--- config.mk ---
export PLATFORM = sky130hd
export DESIGN_NAME = v_mask_reduce
export DESIGN_NICKNAME = d
export VERILOG_FILES = /design/src/rtl/vmask_pkg.sv /design/src/rtl/v_mask_reduce_word_scan.sv /design/src/rtl/v_mask_reduce.sv
export SDC_FILE = /design/constraint.sdc
export NUM_CORES = 1
export LEC_CHECK = 0
export ABC_AREA = 1
export BUFFER_PORTS_ARGS = -buffer_cell sky130_fd_sc_hd__buf_4
export CORE_UTILIZATION = 50
export CTS_BUF_LIST = sky130_fd_sc_hd__clkbuf_8 sky130_fd_sc_hd__clkbuf_16
export DETAILED_ROUTE_END_ITERATION = 10
export PLACE_DENSITY = 0.71
export SLEW_MARGIN = 20
export SYNTH_ARGS = -nofsm -noshare
export SYNTH_HDL_FRONTEND = slang
export SYNTH_SLANG_ARGS = --single-unit
--- constraint.sdc ---
create_clock -name clk -period 7.6 [get_ports clk]
set_input_delay 1.14 -clock clk [delete_from_list [all_inputs] [get_ports clk]]
set_output_delay 1.14 -clock clk [all_outputs]
set_load 0.02 [all_outputs]
--- src/rtl/vmask_pkg.sv ---
// Shared definitions for the vALU mask-reduction stage (vcpop.m / vfirst.m).
package vmask_pkg;

    localparam int unsigned VMR_MAX_W = 256;

    localparam logic VMR_CPOP  = 1'b0;
    localparam logic VMR_FIRST = 1'b1;

    typedef enum logic {
        VMR_IDLE  = 1'b0,
        VMR_ACCUM = 1'b1
    } vmr_state_e;

    // Low n bits set; caller truncates to its word width and clamps n first.
    function automatic logic [VMR_MAX_W-1:0] lanemask(input int unsigned n);
        logic [VMR_MAX_W-1:0] m;
        m = '0;
        for (int unsigned i = 0; i < VMR_MAX_W; i++) begin
            m[i] = (i < n);
        end
        return m;
    endfunction

endpackage

--- src/rtl/v_mask_reduce_word_scan.sv ---
// Combinational popcount and lowest-set-bit priority encoder over one mask word.
module v_mask_word_scan #(
    parameter int unsigned W = 64
) (
    input  logic [W-1:0]           w_i,
    output logic [$clog2(W):0]     pop_c,
    output logic [$clog2(W)-1:0]   ffs_c,
    output logic                   hit_c
);
    localparam int unsigned FFS_W = $clog2(W);
    localparam int unsigned POP_W = FFS_W + 1;

    always_comb begin
        pop_c = '0;
        ffs_c = '0;
        for (int i = 0; i < int'(W); i++) begin
            pop_c = pop_c + POP_W'(w_i[i]);
        end
        // Descending scan so the lowest set bit wins.
        for (int i = int'(W) - 1; i >= 0; i--) begin
            if (w_i[i]) begin
                ffs_c = FFS_W'(i);
            end
        end
        hit_c = |w_i;
    end

endmodule

--- src/rtl/v_mask_reduce.sv ---
// Mask-reduction pipeline: S0 masks the word, S1 scans it, S2 accumulates a
// vector's words and emits one scalar (cpop or first) to writeback.
module v_mask_reduce
    import vmask_pkg::*;
#(
    parameter int unsigned REQ_DATA_WIDTH  = 64,
    parameter int unsigned RESP_DATA_WIDTH = 64,
    parameter int unsigned REQ_ADDR_WIDTH  = 32,
    parameter int unsigned LANE_WIDTH      = 7,
    parameter int unsigned IDX_WIDTH       = 32
) (
    input  logic                       clk,
    input  logic                       rst,
    input  logic                       in_valid,
    input  logic [REQ_DATA_WIDTH-1:0]  in_m0,
    input  logic [REQ_DATA_WIDTH-1:0]  in_v0,
    input  logic                       in_vm,
    input  logic [LANE_WIDTH-1:0]      in_lanes,
    input  logic                       in_last,
    input  logic                       in_opSel,
    input  logic [REQ_ADDR_WIDTH-1:0]  in_addr,
    output logic                       out_valid,
    output logic [RESP_DATA_WIDTH-1:0] out_scalar,
    output logic [REQ_ADDR_WIDTH-1:0]  out_addr
);
    localparam int unsigned W     = REQ_DATA_WIDTH;
    localparam int unsigned FFS_W = $clog2(W);
    localparam int unsigned POP_W = FFS_W + 1;

    // S0 registers
    logic                      s0_valid_q, s0_valid_d;
    logic [W-1:0]              s0_w_q, s0_w_d;
    logic                      s0_last_q, s0_last_d;
    logic                      s0_op_q, s0_op_d;
    logic [REQ_ADDR_WIDTH-1:0] s0_addr_q, s0_addr_d;
    // S1 registers
    logic                      s1_valid_q, s1_valid_d;
    logic [POP_W-1:0]          s1_pop_q, s1_pop_d;
    logic [FFS_W-1:0]          s1_ffs_q, s1_ffs_d;
    logic                      s1_hit_q, s1_hit_d;
    logic                      s1_last_q, s1_last_d;
    logic                      s1_op_q, s1_op_d;
    logic [REQ_ADDR_WIDTH-1:0] s1_addr_q, s1_addr_d;
    // S2 accumulator and FSM
    vmr_state_e                 state_q, state_d;
    logic [RESP_DATA_WIDTH-1:0] cnt_q, cnt_d;
    logic [RESP_DATA_WIDTH-1:0] first_q, first_d;
    logic                       found_q, found_d;
    logic [IDX_WIDTH-1:0]       widx_q, widx_d;
    logic                       op_q, op_d;
    logic [REQ_ADDR_WIDTH-1:0]  addr_q, addr_d;
    logic                       emit_q, emit_d;
    // Output registers
    logic                       out_valid_q, out_valid_d;
    logic [RESP_DATA_WIDTH-1:0] out_scalar_q, out_scalar_d;
    logic [REQ_ADDR_WIDTH-1:0]  out_addr_q, out_addr_d;

    logic [POP_W-1:0] scan_pop_c;
    logic [FFS_W-1:0] scan_ffs_c;
    logic             scan_hit_c;
    int unsigned      lanes_n;

    // S0: clamp lane count, apply v0 and lane masks.
    always_comb begin
        lanes_n    = (32'(in_lanes) > W) ? W : 32'(in_lanes);
        s0_valid_d = in_valid;
        s0_w_d     = '0;
        s0_last_d  = in_last;
        s0_op_d    = in_opSel;
        s0_addr_d  = in_addr;
        if (in_valid) begin
            s0_w_d = in_m0 & (in_vm ? {W{1'b1}} : in_v0) & W'(lanemask(lanes_n));
        end
    end

    v_mask_word_scan #(.W(W)) u_scan (
        .w_i   (s0_w_q),
        .pop_c (scan_pop_c),
        .ffs_c (scan_ffs_c),
        .hit_c (scan_hit_c)
    );

    always_comb begin
        s1_valid_d = s0_valid_q;
        s1_pop_d   = scan_pop_c;
        s1_ffs_d   = scan_ffs_c;
        s1_hit_d   = scan_hit_c;
        s1_last_d  = s0_last_q;
        s1_op_d    = s0_op_q;
        s1_addr_d  = s0_addr_q;
    end

    // S2: accumulate FSM; invalid cycles hold all state.
    always_comb begin
        state_d = state_q;
        cnt_d   = cnt_q;
        first_d = first_q;
        found_d = found_q;
        widx_d  = widx_q;
        op_d    = op_q;
        addr_d  = addr_q;
        emit_d  = 1'b0;
        if (s1_valid_q) begin
            case (state_q)
                VMR_IDLE: begin
                    op_d    = s1_op_q;
                    addr_d  = s1_addr_q;
                    cnt_d   = RESP_DATA_WIDTH'(s1_pop_q);
                    widx_d  = IDX_WIDTH'(1);
                    found_d = s1_hit_q;
                    first_d = RESP_DATA_WIDTH'(s1_ffs_q);
                    if (s1_last_q) begin
                        emit_d = 1'b1;
                    end else begin
                        state_d = VMR_ACCUM;
                    end
                end
                VMR_ACCUM: begin
                    cnt_d = cnt_q + RESP_DATA_WIDTH'(s1_pop_q);
                    if (!found_q && s1_hit_q) begin
                        first_d = (RESP_DATA_WIDTH'(widx_q) << FFS_W) + RESP_DATA_WIDTH'(s1_ffs_q);
                        found_d = 1'b1;
                    end
                    if (widx_q != {IDX_WIDTH{1'b1}}) begin
                        widx_d = widx_q + IDX_WIDTH'(1);
                    end
                    if (s1_last_q) begin
                        emit_d  = 1'b1;
                        state_d = VMR_IDLE;
                    end
                end
                default: state_d = VMR_IDLE;
            endcase
        end
    end

    // Output stage reads the pre-update accumulator, so a following vector may overwrite it.
    always_comb begin
        out_valid_d  = emit_q;
        out_scalar_d = out_scalar_q;
        out_addr_d   = out_addr_q;
        if (emit_q) begin
            out_addr_d = addr_q;
            if (op_q == VMR_FIRST) begin
                out_scalar_d = found_q ? first_q : {RESP_DATA_WIDTH{1'b1}};
            end else begin
                out_scalar_d = cnt_q;
            end
        end
    end

    always_ff @(posedge clk) begin
        if (rst) begin
            s0_valid_q   <= 1'b0;
            s0_w_q       <= '0;
            s0_last_q    <= 1'b0;
            s0_op_q      <= 1'b0;
            s0_addr_q    <= '0;
            s1_valid_q   <= 1'b0;
            s1_pop_q     <= '0;
            s1_ffs_q     <= '0;
            s1_hit_q     <= 1'b0;
            s1_last_q    <= 1'b0;
            s1_op_q      <= 1'b0;
            s1_addr_q    <= '0;
            state_q      <= VMR_IDLE;
            cnt_q        <= '0;
            first_q      <= '0;
            found_q      <= 1'b0;
            widx_q       <= '0;
            op_q         <= 1'b0;
            addr_q       <= '0;
            emit_q       <= 1'b0;
            out_valid_q  <= 1'b0;
            out_scalar_q <= '0;
            out_addr_q   <= '0;
        end else begin
            s0_valid_q   <= s0_valid_d;
            s0_w_q       <= s0_w_d;
            s0_last_q    <= s0_last_d;
            s0_op_q      <= s0_op_d;
            s0_addr_q    <= s0_addr_d;
            s1_valid_q   <= s1_valid_d;
            s1_pop_q     <= s1_pop_d;
            s1_ffs_q     <= s1_ffs_d;
            s1_hit_q     <= s1_hit_d;
            s1_last_q    <= s1_last_d;
            s1_op_q      <= s1_op_d;
            s1_addr_q    <= s1_addr_d;
            state_q      <= state_d;
            cnt_q        <= cnt_d;
            first_q      <= first_d;
            found_q      <= found_d;
            widx_q       <= widx_d;
            op_q         <= op_d;
            addr_q       <= addr_d;
            emit_q       <= emit_d;
            out_valid_q  <= out_valid_d;
            out_scalar_q <= out_scalar_d;
            out_addr_q   <= out_addr_d;
        end
    end

    assign out_valid  = out_valid_q;
    assign out_scalar = out_scalar_q;
    assign out_addr   = out_addr_q;

endmodule

Word level (Yosys, flattened, before mapping)
Cells that the tools add are included.
{ "totals": {"inputBits": 173, "register_bits": 441, "output_inout_bits": 97, "elab_cells": 257} }
{ "op_classes": {"muxes": 76, "reduce_logical": 14, "addsub": 66, "magnitude_cmp": 65, "eq_ne": 3, "bitwise_logic": 5} }
{ "ops": {"columns": ["op", "count"], "rows": [
  ["adder 7 x 1 -> 7 bit", 62],
  ["two-way mux 64 bit", 4],
  ["one-hot mux 64 bit (2 select lines)", 2],
  ["< comparator 6 x 7 -> 1 bit (first input constant)", 32],
  ["two-way mux 6 bit", 32],
  ["bitwise AND 64 bit", 2],
  ["< comparator 5 x 7 -> 1 bit (first input constant)", 16],
  ["two-way mux 5 bit", 16],
  ["adder 64 x 7 -> 64 bit", 1],
  ["one-hot mux 32 bit (2 select lines)", 1],
  ["OR reduction 64 bit", 1],
  ["< comparator 4 x 7 -> 1 bit (first input constant)", 8],
  ["adder 38 x 6 -> 39 bit", 1],
  ["OR reduction 33 bit", 1],
  ["adder 32 x 1 -> 32 bit (second input constant)", 1],
  ["two-way mux 32 bit", 1],
  ["two-way mux 4 bit", 8],
  ["inequality test 32 bit (second input constant)", 1],
  ["< comparator 3 x 7 -> 1 bit (first input constant)", 4],
  ["OR reduction 17 bit", 1],
  ["< comparator 1 x 7 -> 1 bit (first input constant)", 2],
  ["< comparator 2 x 7 -> 1 bit (first input constant)", 2],
  ["two-way mux 3 bit", 4],
  ["OR reduction 9 bit", 1],
  ["other kinds (14)", 25]
]} }

Logic depth before layout (Yosys ltp)
Gate-level depths: netlist of the first run.
{ "depth": {"depth_word": 63, "mapped_depth": 63, "depth_no_buf": 63} }

By module
A second synthesis of the first run with hierarchy kept.
{ "hier_totals": {"hier_cells": 2757, "hier_area_um2": 19785.2} }
{ "by_module_without_submodules": {"columns": ["mod", "seq_area_each_um2", "cells_per_inst", "area_per_inst_um2", "n_inst"], "rows": [
  ["v_mask_reduce", 8308.0, 2380, 17100.2, 1],
  ["v_mask_word_scan", 0.0, 377, 2685.1, 1]
]} }

Least setup slack after synthesis of the first run
No wires, ideal clock.
{ "synth_timing": {"path_kind": "register to register", "from": "register s0_w_q[1]", "to": "register s1_pop_q[6]", "required_ps": 7468, "n_path_buf": 0, "arrival_time_ps": 5810, "setup_ps": 132, "stages_incl_launch_ff": 19, "setup_slack_ps": 1658, "cell_sequence": "dfxtp_1 inv_1 ha_1 inv_1 fa_1 fa_1 fa_1 fa_1 fa_1 fa_1 fa_1 fa_1 inv_1 fa_1 fa_1 a31oi_1 nor2_1 o21ai_0 a21oi_1"} }
{ "synth_via": {"elab_chain_cells": 63} }
{ "synth_lines": {"columns": ["element", "line", "rtl"], "rows": [
  ["start, declared", "v_mask_reduce.sv:32", "logic [W-1:0] s0_w_q, s0_w_d;"],
  ["start signal, assigned", "v_mask_reduce.sv:179", "s0_w_q <= s0_w_d;"],
  ["adder 1 x 1 -> 2 bit", "v_mask_reduce_word_scan.sv:17", "pop_c = pop_c + POP_W'(w_i[i]);"],
  ["adder 7 x 1 -> 7 bit (62 in a row)", "v_mask_reduce_word_scan.sv:17", null],
  ["end signal, assigned", "v_mask_reduce.sv:184", "s1_pop_q <= s1_pop_d;"],
  ["end, declared", "v_mask_reduce.sv:38", "logic [POP_W-1:0] s1_pop_q, s1_pop_d;"]
]} }
No other way between the ends.
A chain may end at the register's enable or synchronous reset.

Worst setup path in the final report of the first run
{ "layout_timing": {"from": "register s0_w_q[0]", "to": "register s1_pop_q[6]"} }
The elaborated chain is that of the path after synthesis.

==> run metrics, run 1 <==
run status=finished, final reports clean; Cell Area, Placed=20820 um2; cell area after layout=22300 um2; Arr. time, crit path=6.79 ns; #FFs+latches synth=415; switching part of the total=25.57%; Register Area=8310 um2; gpl congestion=0.9576; top cells by area, synth=dfxtp_1, nor2_1, nand2_1, inv_1, fa_1; Most Frequent Cell on Critical Path=fa_1; part of the power in the clock network=42.1%; vias=16650; Routed Antenna Nets=0; count of nets after finishing=2892; final period utilization=84.23%; top-count cell post-synth=dfxtp_1; H-tree depth=2; leakage power=9.791 nW; io pins=270; largest net degree at the start of global routing=98; Final Hold Fails=0; IO Port Bufs=269; CP max-delay cell=fa_1; Post-Place Worst Slack=1.254 ns; vias in the first global route=15950; width of the chip=194.2 um; R2R Path Start=s0_w_q[0]$_SDFF_PP0_; Hold Path Depth=2; Slew @ Worst Pin=0.9666 ns; Worst R2R Setup Slack=1.20 ns; Final setup viols=0; Via density=5.300; Yosys warnings=0; Syn Area/Cell=7.659 um2; Wirelength per Cell=15.65 um; sequential power share=44.2%; first-pass GRT wire length=80390 um; crit-path max cell delay=0.57 ns; Tot Pwr=5.133 mW; Post-synth EDFFs=0; fill count=3261; Mapped Area=18470 um2; Clock Latency Late Sink=0.56 ns; Hold Buf Count CTS=0; CTS buffer count=43; fin cells=3141; hold path endpoint=s1_addr_q[13]$_SDFF_PP0_; Post-synth top cells=dfxtp_1, nor2_1, nand2_1; worst hold start=s0_addr_q[13]$_SDFF_PP0_; multi-input logic area=8107 um2; CP max FO=3; gr usage total=26.11%; Clock transition at path regs=0.06 ns; Max Cap Viol=0; final hold slack=0.3957 ns; Clock Path Buffers=3; Slew Limit Fails=0; Yosys top cell by area=dfxtp_1; crit path cell chain=inv_1, ha_1, inv_1, fa_1, fa_1, fa_1, fa_1, fa_1, fa_1, fa_1, fa_1, inv_1, fa_1, fa_1, a31oi_1, nor2_1, o21ai_0, a21oi_1; sequential fraction of the synthesis area=44.99%; post-cts resize count=0; FF-to-FF path depth=18; fraction of registers with async set/reset=0%; CTS Sinks=415; Post-Route WL=49140 um; critical path endpoint category=register; min cycle time layout=6.401 ns; Root Buffer=clkbuf_16; Switch Pwr=1.312 mW; Cell Rows=70; Layout Skew=0.02103 ns; Setup TNS=0 ns; area grow syn2layout=20.75%; Comb pwr share=13.8%; Post-DP HPWL=36000 um; R2R Path End=s1_pop_q[6]$_SDFF_PP0_; share of the synthesized area in the top cell type=44.99%; total grt overflow=0; post-route setup slack=1.199 ns; diodes inserted=0; class of the worst hold path=register to register; CTS tree=built; unique cell type count in the Yosys netlist=43; Core Area=36430 um2; Power Density=230.2 nW/um2; Pre-antenna DRT Iters=5; die area=37710 um2; Cells after Synth=2411; ys flop type=dfxtp_1; initial antenna violation count=0; placed cell count=3062; cell-internal power=3.820 mW; starting density of the core=50.68%; Worst VDD drop=162.7 uV; Mapped Nets=2664; crit start category=register; fmax=156.2 MHz; initial drt markers=1224; layout cells sized above 1=16.39%; relative slew slack=35.56%; Post-CTS Setup Repair Bufs=0; chip height=194.2 um; # DRC=0; worst endpoint required time=7.98 ns; RSZ-0062 raised after global routing=false; Worst Setup Path Type=register to register; fin util=61.20%
state kept, by name, summed over array words and instances, names as in the netlist, 32 cells and up:
register and flops:
out_addr 32, addr_q 32, s0_w_q 64, widx_q 32, first_q 38, cnt_q 64, out_scalar 64, s1_addr_q 32
s0_addr_q 32
routing by layer:
| metal | track usage (%) | up-vias | wire length (um) |
|---|---|---|---|
| met5 | 0 | - | 0 |
| met2 | 42.73 | 592 | 22240 |
| met4 | 7.731 | 0 | 1195 |
| li1 | - | 8239 | - |
| met1 | 35.25 | 7711 | 22290 |
| met3 | 4.592 | 105 | 3422 |
power groups by stage:
stage | logic (mW) | clock network [mW] | registers, mW
2_1_floorplan | 0.478 | 0 | 2.31
3_3_place_gp | 0.658 | 0 | 2.32
3_5_place_dp | 0.701 | 0 | 2.32
4_1_cts | 0.705 | 2.20 | 2.27
5_1_grt | 0.811 | 2.29 | 2.27
6_report | 0.706 | 2.16 | 2.27
logic make-up after synthesis:
group | share of synthesized area [%]
DFF | 44.99
AOI/OAI and AO/OA | 16.42
and+or+nand+nor | 19.61
xor gates and xnor gates | 0.09487
buffers and inverters | 11.23
adders and majority gates | 7.656
layout by cell type, fill, tap and decap left out, types with 15 or more instances in the layout:
| master | count |
|---|---|
| ha_1 | 25 |
| a31oi_1 | 52 |
| a21oi_1 | 140 |
| o21ai_0 | 173 |
| clkbuf_16 | 44 |
| nor3_1 | 69 |
| o2111ai_1 | 23 |
| nand2_1 | 353 |
| fa_1 | 55 |
| o21ai_1 | 61 |
| inv_1 | 323 |
| o211ai_1 | 32 |
| nor2_1 | 364 |
| nor4_1 | 15 |
| bufinv_8 | 17 |
| inv_2 | 54 |
| nand3_1 | 64 |
| dfxtp_1 | 413 |
| a211oi_1 | 23 |
| buf_4 | 280 |
worst max-delay path, delay by kind of cell (launching register included):
kind                       cells  cell delay (ns)
adders and majority gates     11             5.08
AOI/OAI and AO/OA              3             0.53
DFF                            1             0.37
buffers and inverters          3             0.19
and+or+nand+nor                1             0.07
layout make-up:
cell class / count / share of cell area [%]
sequential: 415 / 37.27
clock inverter: 25 / 1.094
inverter: 393 / 7.671
multi-input combinational: 1506 / 36.36
tap: 468 / 2.626
clock buffer: 54 / 5.555
timing repair buffer: 280 / 9.427
worst max-delay path by stage:
stage | from | end | slack, ns | cells after the start
floorplan | s0_w_q[1]$_SDFF_PP0_ | s1_pop_q[6]$_SDFF_PP0_ | 1.66 | 18
global placement | s0_w_q[0]$_SDFF_PP0_ | s1_pop_q[6]$_SDFF_PP0_ | 1.46 | 18
detailed placement | s0_w_q[1]$_SDFF_PP0_ | s1_pop_q[6]$_SDFF_PP0_ | 1.25 | 18
CTS | s0_w_q[1]$_SDFF_PP0_ | s1_pop_q[6]$_SDFF_PP0_ | 1.21 | 18
global route | s0_w_q[0]$_SDFF_PP0_ | s1_pop_q[5]$_SDFF_PP0_ | 0.92 | 24
finish | s0_w_q[0]$_SDFF_PP0_ | s1_pop_q[6]$_SDFF_PP0_ | 1.20 | 18
No activity file was read; power rests on OpenSTA's default activity.
==> run 2, diff against run 1 <==
--- a/config.mk
+++ b/config.mk
@@ -5,7 +5,7 @@
 export SDC_FILE = /design/constraint.sdc
 export NUM_CORES = 1
 export LEC_CHECK = 0
-export ABC_AREA = 1
+export ABC_AREA = 0
 export BUFFER_PORTS_ARGS = -buffer_cell sky130_fd_sc_hd__buf_4
 export CORE_UTILIZATION = 50
 export CTS_BUF_LIST = sky130_fd_sc_hd__clkbuf_8 sky130_fd_sc_hd__clkbuf_16
==> constraint.sdc (replaced) <==
create_clock -name clk -period 6.4 [get_ports clk]
set_input_delay 0.96 -clock clk [delete_from_list [all_inputs] [get_ports clk]]
set_output_delay 0.96 -clock clk [all_outputs]
set_load 0.02 [all_outputs]
==> run 2 against run 1 <==
Clock power up 9.3%. Flip-flop and latch count unchanged. Design area down 2.9%. First-iteration DRC count down 43%. Sequential share of layout area up 1.1 points. Largest cell class is now multi-input combinational cells. Highest routed layer unchanged.
==> run metrics, run 2 <==
count of nets after finishing=2433 (was 2892); Via density=5.387 (was 5.300); crit-path max cell delay=0.53 ns (was 0.57 ns); layout cells sized above 1=16.97% (was 16.39%); post-route setup slack=0.3354 ns (was 1.199 ns); starting density of the core=50.65% (was 50.68%); CTS buffer count=43 (unchanged); initial drt markers=698 (was 1224); Cell Rows=69 (was 70); top cells by area, synth=dfxtp_1, nor2_1, fa_1, mux2i_1, a211oi_1 (was dfxtp_1, nor2_1, nand2_1, inv_1, fa_1); gr usage total=23.79% (was 26.11%); leakage power=8.271 nW (was 9.791 nW); Max Cap Viol=0 (unchanged); buffers plus inverters on the worst setup path=3 (unchanged); Yosys warnings=0 (unchanged); Mapped Area=17970 um2 (was 18470 um2); switching part of the total=24.75% (was 25.57%); Yosys top cell by area=dfxtp_1 (unchanged); Layout Skew=0.01600 ns (was 0.02103 ns); vias=14390 (was 16650); gpl congestion=0.9864 (was 0.9576); fin util=61.05% (was 61.20%); Clock transition at path regs=0.06 ns (about the same); unique cell type count in the Yosys netlist=65 (was 43); delay-heaviest family, CP=adder cells (unchanged); total grt overflow=0 (unchanged); commonest non-fill, non-tap cell in the layout=dfxtp_1 (unchanged); run status=finished, final reports clean (unchanged); Routed Antenna Nets=0 (unchanged); Post-Route WL=43960 um (was 49140 um); final period utilization=94.76% (was 84.23%); Root Buffer=clkbuf_16 (unchanged); Arr. time, crit path=6.45 ns (was 6.79 ns); Cells after Synth=1964 (was 2411); Wirelength per Cell=16.46 um (was 15.65 um); crit path cell chain=inv_1, ha_1, inv_1, fa_1, fa_1, fa_1, fa_1, fa_1, fa_1, fa_1, fa_1, inv_1, fa_2, fa_2, a21oi_1, nor2_1, o21a_1, o21ai_1, a21oi_1 (was inv_1, ha_1, inv_1, fa_1, fa_1, fa_1, fa_1, fa_1, fa_1, fa_1, fa_1, inv_1, fa_1, fa_1, a31oi_1, nor2_1, o21ai_0, a21oi_1); Syn Area/Cell=9.151 um2 (was 7.659 um2); share of the synthesized area in the top cell type=46.23% (was 44.99%); Switch Pwr=1.438 mW (was 1.312 mW); Post-synth EDFFs=0 (unchanged); fraction of registers with async set/reset=0% (unchanged); initial antenna violation count=0 (unchanged); CTS tree=built (unchanged); Slew Limit Fails=0 (unchanged); sequential power share=46.2% (was 44.2%); Setup TNS=0 ns (unchanged); vias in the first global route=13690 (was 15950); part of the power in the clock network=40.6% (was 42.1%); Comb pwr share=13.3% (was 13.8%); Post-DP HPWL=31980 um (was 36000 um); CTS Sinks=415 (unchanged); Post-synth top cells=dfxtp_1, nor2_1, nand2_1 (unchanged); Core Area=35480 um2 (was 36430 um2); first-pass GRT wire length=69990 um (was 80390 um); Final Hold Fails=0 (unchanged); Post-Place Worst Slack=0.03855 ns (was 1.254 ns); CP max FO=3 (unchanged); Worst VDD drop=209.2 uV (was 162.7 uV); Worst Setup Path Type=register to register (unchanged); # DRC=0 (unchanged); Hold Buf Count CTS=0 (unchanged); diodes inserted=0 (unchanged); Mapped Nets=2217 (was 2664); Most Frequent Cell on Critical Path=fa_1 (unchanged); Pre-antenna DRT Iters=5 (unchanged); area grow syn2layout=20.53% (was 20.75%); Slew @ Worst Pin=0.8900 ns (was 0.9666 ns); cell-internal power=4.372 mW (was 3.820 mW); Power Density=268.2 nW/um2 (was 230.2 nW/um2); Worst R2R Setup Slack=0.34 ns (was 1.20 ns); Clock Path Buffers=3 (unchanged); #FFs+latches synth=415 (unchanged); class of the worst hold path=register to register (unchanged); Clock Latency Late Sink=0.55 ns (was 0.56 ns); width of the chip=191.6 um (was 194.2 um); fmax=164.9 MHz (was 156.2 MHz); relative slew slack=40.66% (was 35.56%); die area=36710 um2 (was 37710 um2); Final setup viols=0 (unchanged); worst endpoint required time=6.78 ns (was 7.98 ns); most frequent cells in the layout=dfxtp_1, nor2_1, buf_4, inv_1, nand2_1 (was dfxtp_1, nor2_1, nand2_1, inv_1, buf_4); crit start category=register (unchanged); H-tree depth=2 (unchanged); RSZ-0062 raised after global routing=false (unchanged); chip height=191.6 um (was 194.2 um); min cycle time layout=6.065 ns (was 6.401 ns); CP max-delay cell=fa_1 (unchanged); IO Port Bufs=269 (unchanged); io pins=270 (unchanged); top-count cell post-synth=dfxtp_1 (unchanged); largest net degree at the start of global routing=196 (was 98); ys flop type=dfxtp_1 (unchanged); sequential fraction of the synthesis area=46.23% (was 44.99%); critical path endpoint category=register (unchanged)
run 2: cell types whose count changed in the layout (fill, tap and decap cells not counted), moves of 40 or more:
cell | previous run | this run
nand2_1 | 353 | 123
inv_1 | 323 | 123
o21ai_0 | 173 | 67
a211oi_1 | 23 | 107
mux2i_1 | 0 | 82
nor2b_1 | 0 | 80
nor2_1 | 364 | 298
o21ai_1 | 61 | 5
inv_2 | 54 | 1
a31oi_1 | 52 | 1
xnor2_1 | 1 | 49
a21oi_1 | 140 | 100
run 2: stage by stage:
| step | std cells | hold slack (ns) | power (mW) | area (um2) |
|---|---|---|---|---|
| global placement | 2596 | 0.4171 | 3.472 | 20290 |
| global route | 2671 | 0.4374 | 6.094 | 21660 |
| detailed placement | 2596 | 0.4212 | 3.507 | 20290 |
| floorplan | 1964 | 0.4095 | 3.265 | 17970 |
| CTS | 2671 | 0.4326 | 5.865 | 21650 |
| finish | 2671 | 0.4290 | 5.809 | 21660 |
run 2: area by class of cell:
cell class	count	area [um2]
Clock inverter	23	166.4
Clock buffer	52	1200
Tap cell	461	576.8
Sequential cell	415	8313
Timing Repair Buffer	282	2136
Fill cell	3011	13820
Multi-Input combinational cell	1329	8861
Inverter	109	409.1
run 2: repair_timing:
action | in CTS | in global routing
gates resized for setup | 0 | 3
setup endpoints to repair | 0 | 2
hold endpoints to repair | 0 | 0
setup buffers | 0 | 0
run 2: final timing paths:
check,startpoint,end,cells past startpoint
worst min register to register,s0_addr_q[19]$_SDFF_PP0_,s1_addr_q[19]$_SDFF_PP0_,1
worst max-delay path,s0_w_q[0]$_SDFF_PP0_,s1_pop_q[6]$_SDFF_PP0_,19
worst max register to register,s0_w_q[0]$_SDFF_PP0_,s1_pop_q[6]$_SDFF_PP0_,19
worst min-delay path,s0_addr_q[19]$_SDFF_PP0_,s1_addr_q[19]$_SDFF_PP0_,1
run 2: kinds of logic (layout without fill, tap and decap cells):
group,count (synthesis),in the layout,synth area share (%)
AO/OA/AOI/OAI,383,383,13.92
XOR/XNOR,78,78,3.801
adder cells (fa/ha/maj),80,80,7.867
buffers and inverters,220,466,4.699
flip-flops,415,415,46.23
multiplexers,83,83,4.630
AND/OR/NAND/NOR,705,705,18.86
run 2: power by group through the flow:
| stage | Clock, mW | Sequential, mW | Combinational (mW) |
|---|---|---|---|
| 6_report | 2.36 | 2.68 | 0.770 |
| 5_1_grt | 2.52 | 2.69 | 0.886 |
| 4_1_cts | 2.41 | 2.68 | 0.772 |
| 3_5_place_dp | 0 | 2.74 | 0.769 |
| 3_3_place_gp | 0 | 2.74 | 0.736 |
| 2_1_floorplan | 0 | 2.73 | 0.537 |
run 2: routing by layer:
metal	wire, um	up-vias	track usage, %
met1	18800	6713	29.39
met4	1548	0	9.676
met3	1922	78	3.362
met5	0	-	0
li1	-	7192	-
met2	21690	406	41.53
run 2: worst register-to-register path, cell delays in order, from the launching register on:
cell,delay [ns]
dfxtp_1,0.35
inv_1,0.05
ha_1,0.28
inv_1,0.07
fa_1,0.43
fa_1,0.52
fa_1,0.43
fa_1,0.51
fa_1,0.44
fa_1,0.53
fa_1,0.42
fa_1,0.50
inv_1,0.05
fa_2,0.34
fa_2,0.36
a21oi_1,0.16
nor2_1,0.07
o21a_1,0.18
o21ai_1,0.12
a21oi_1,0.07
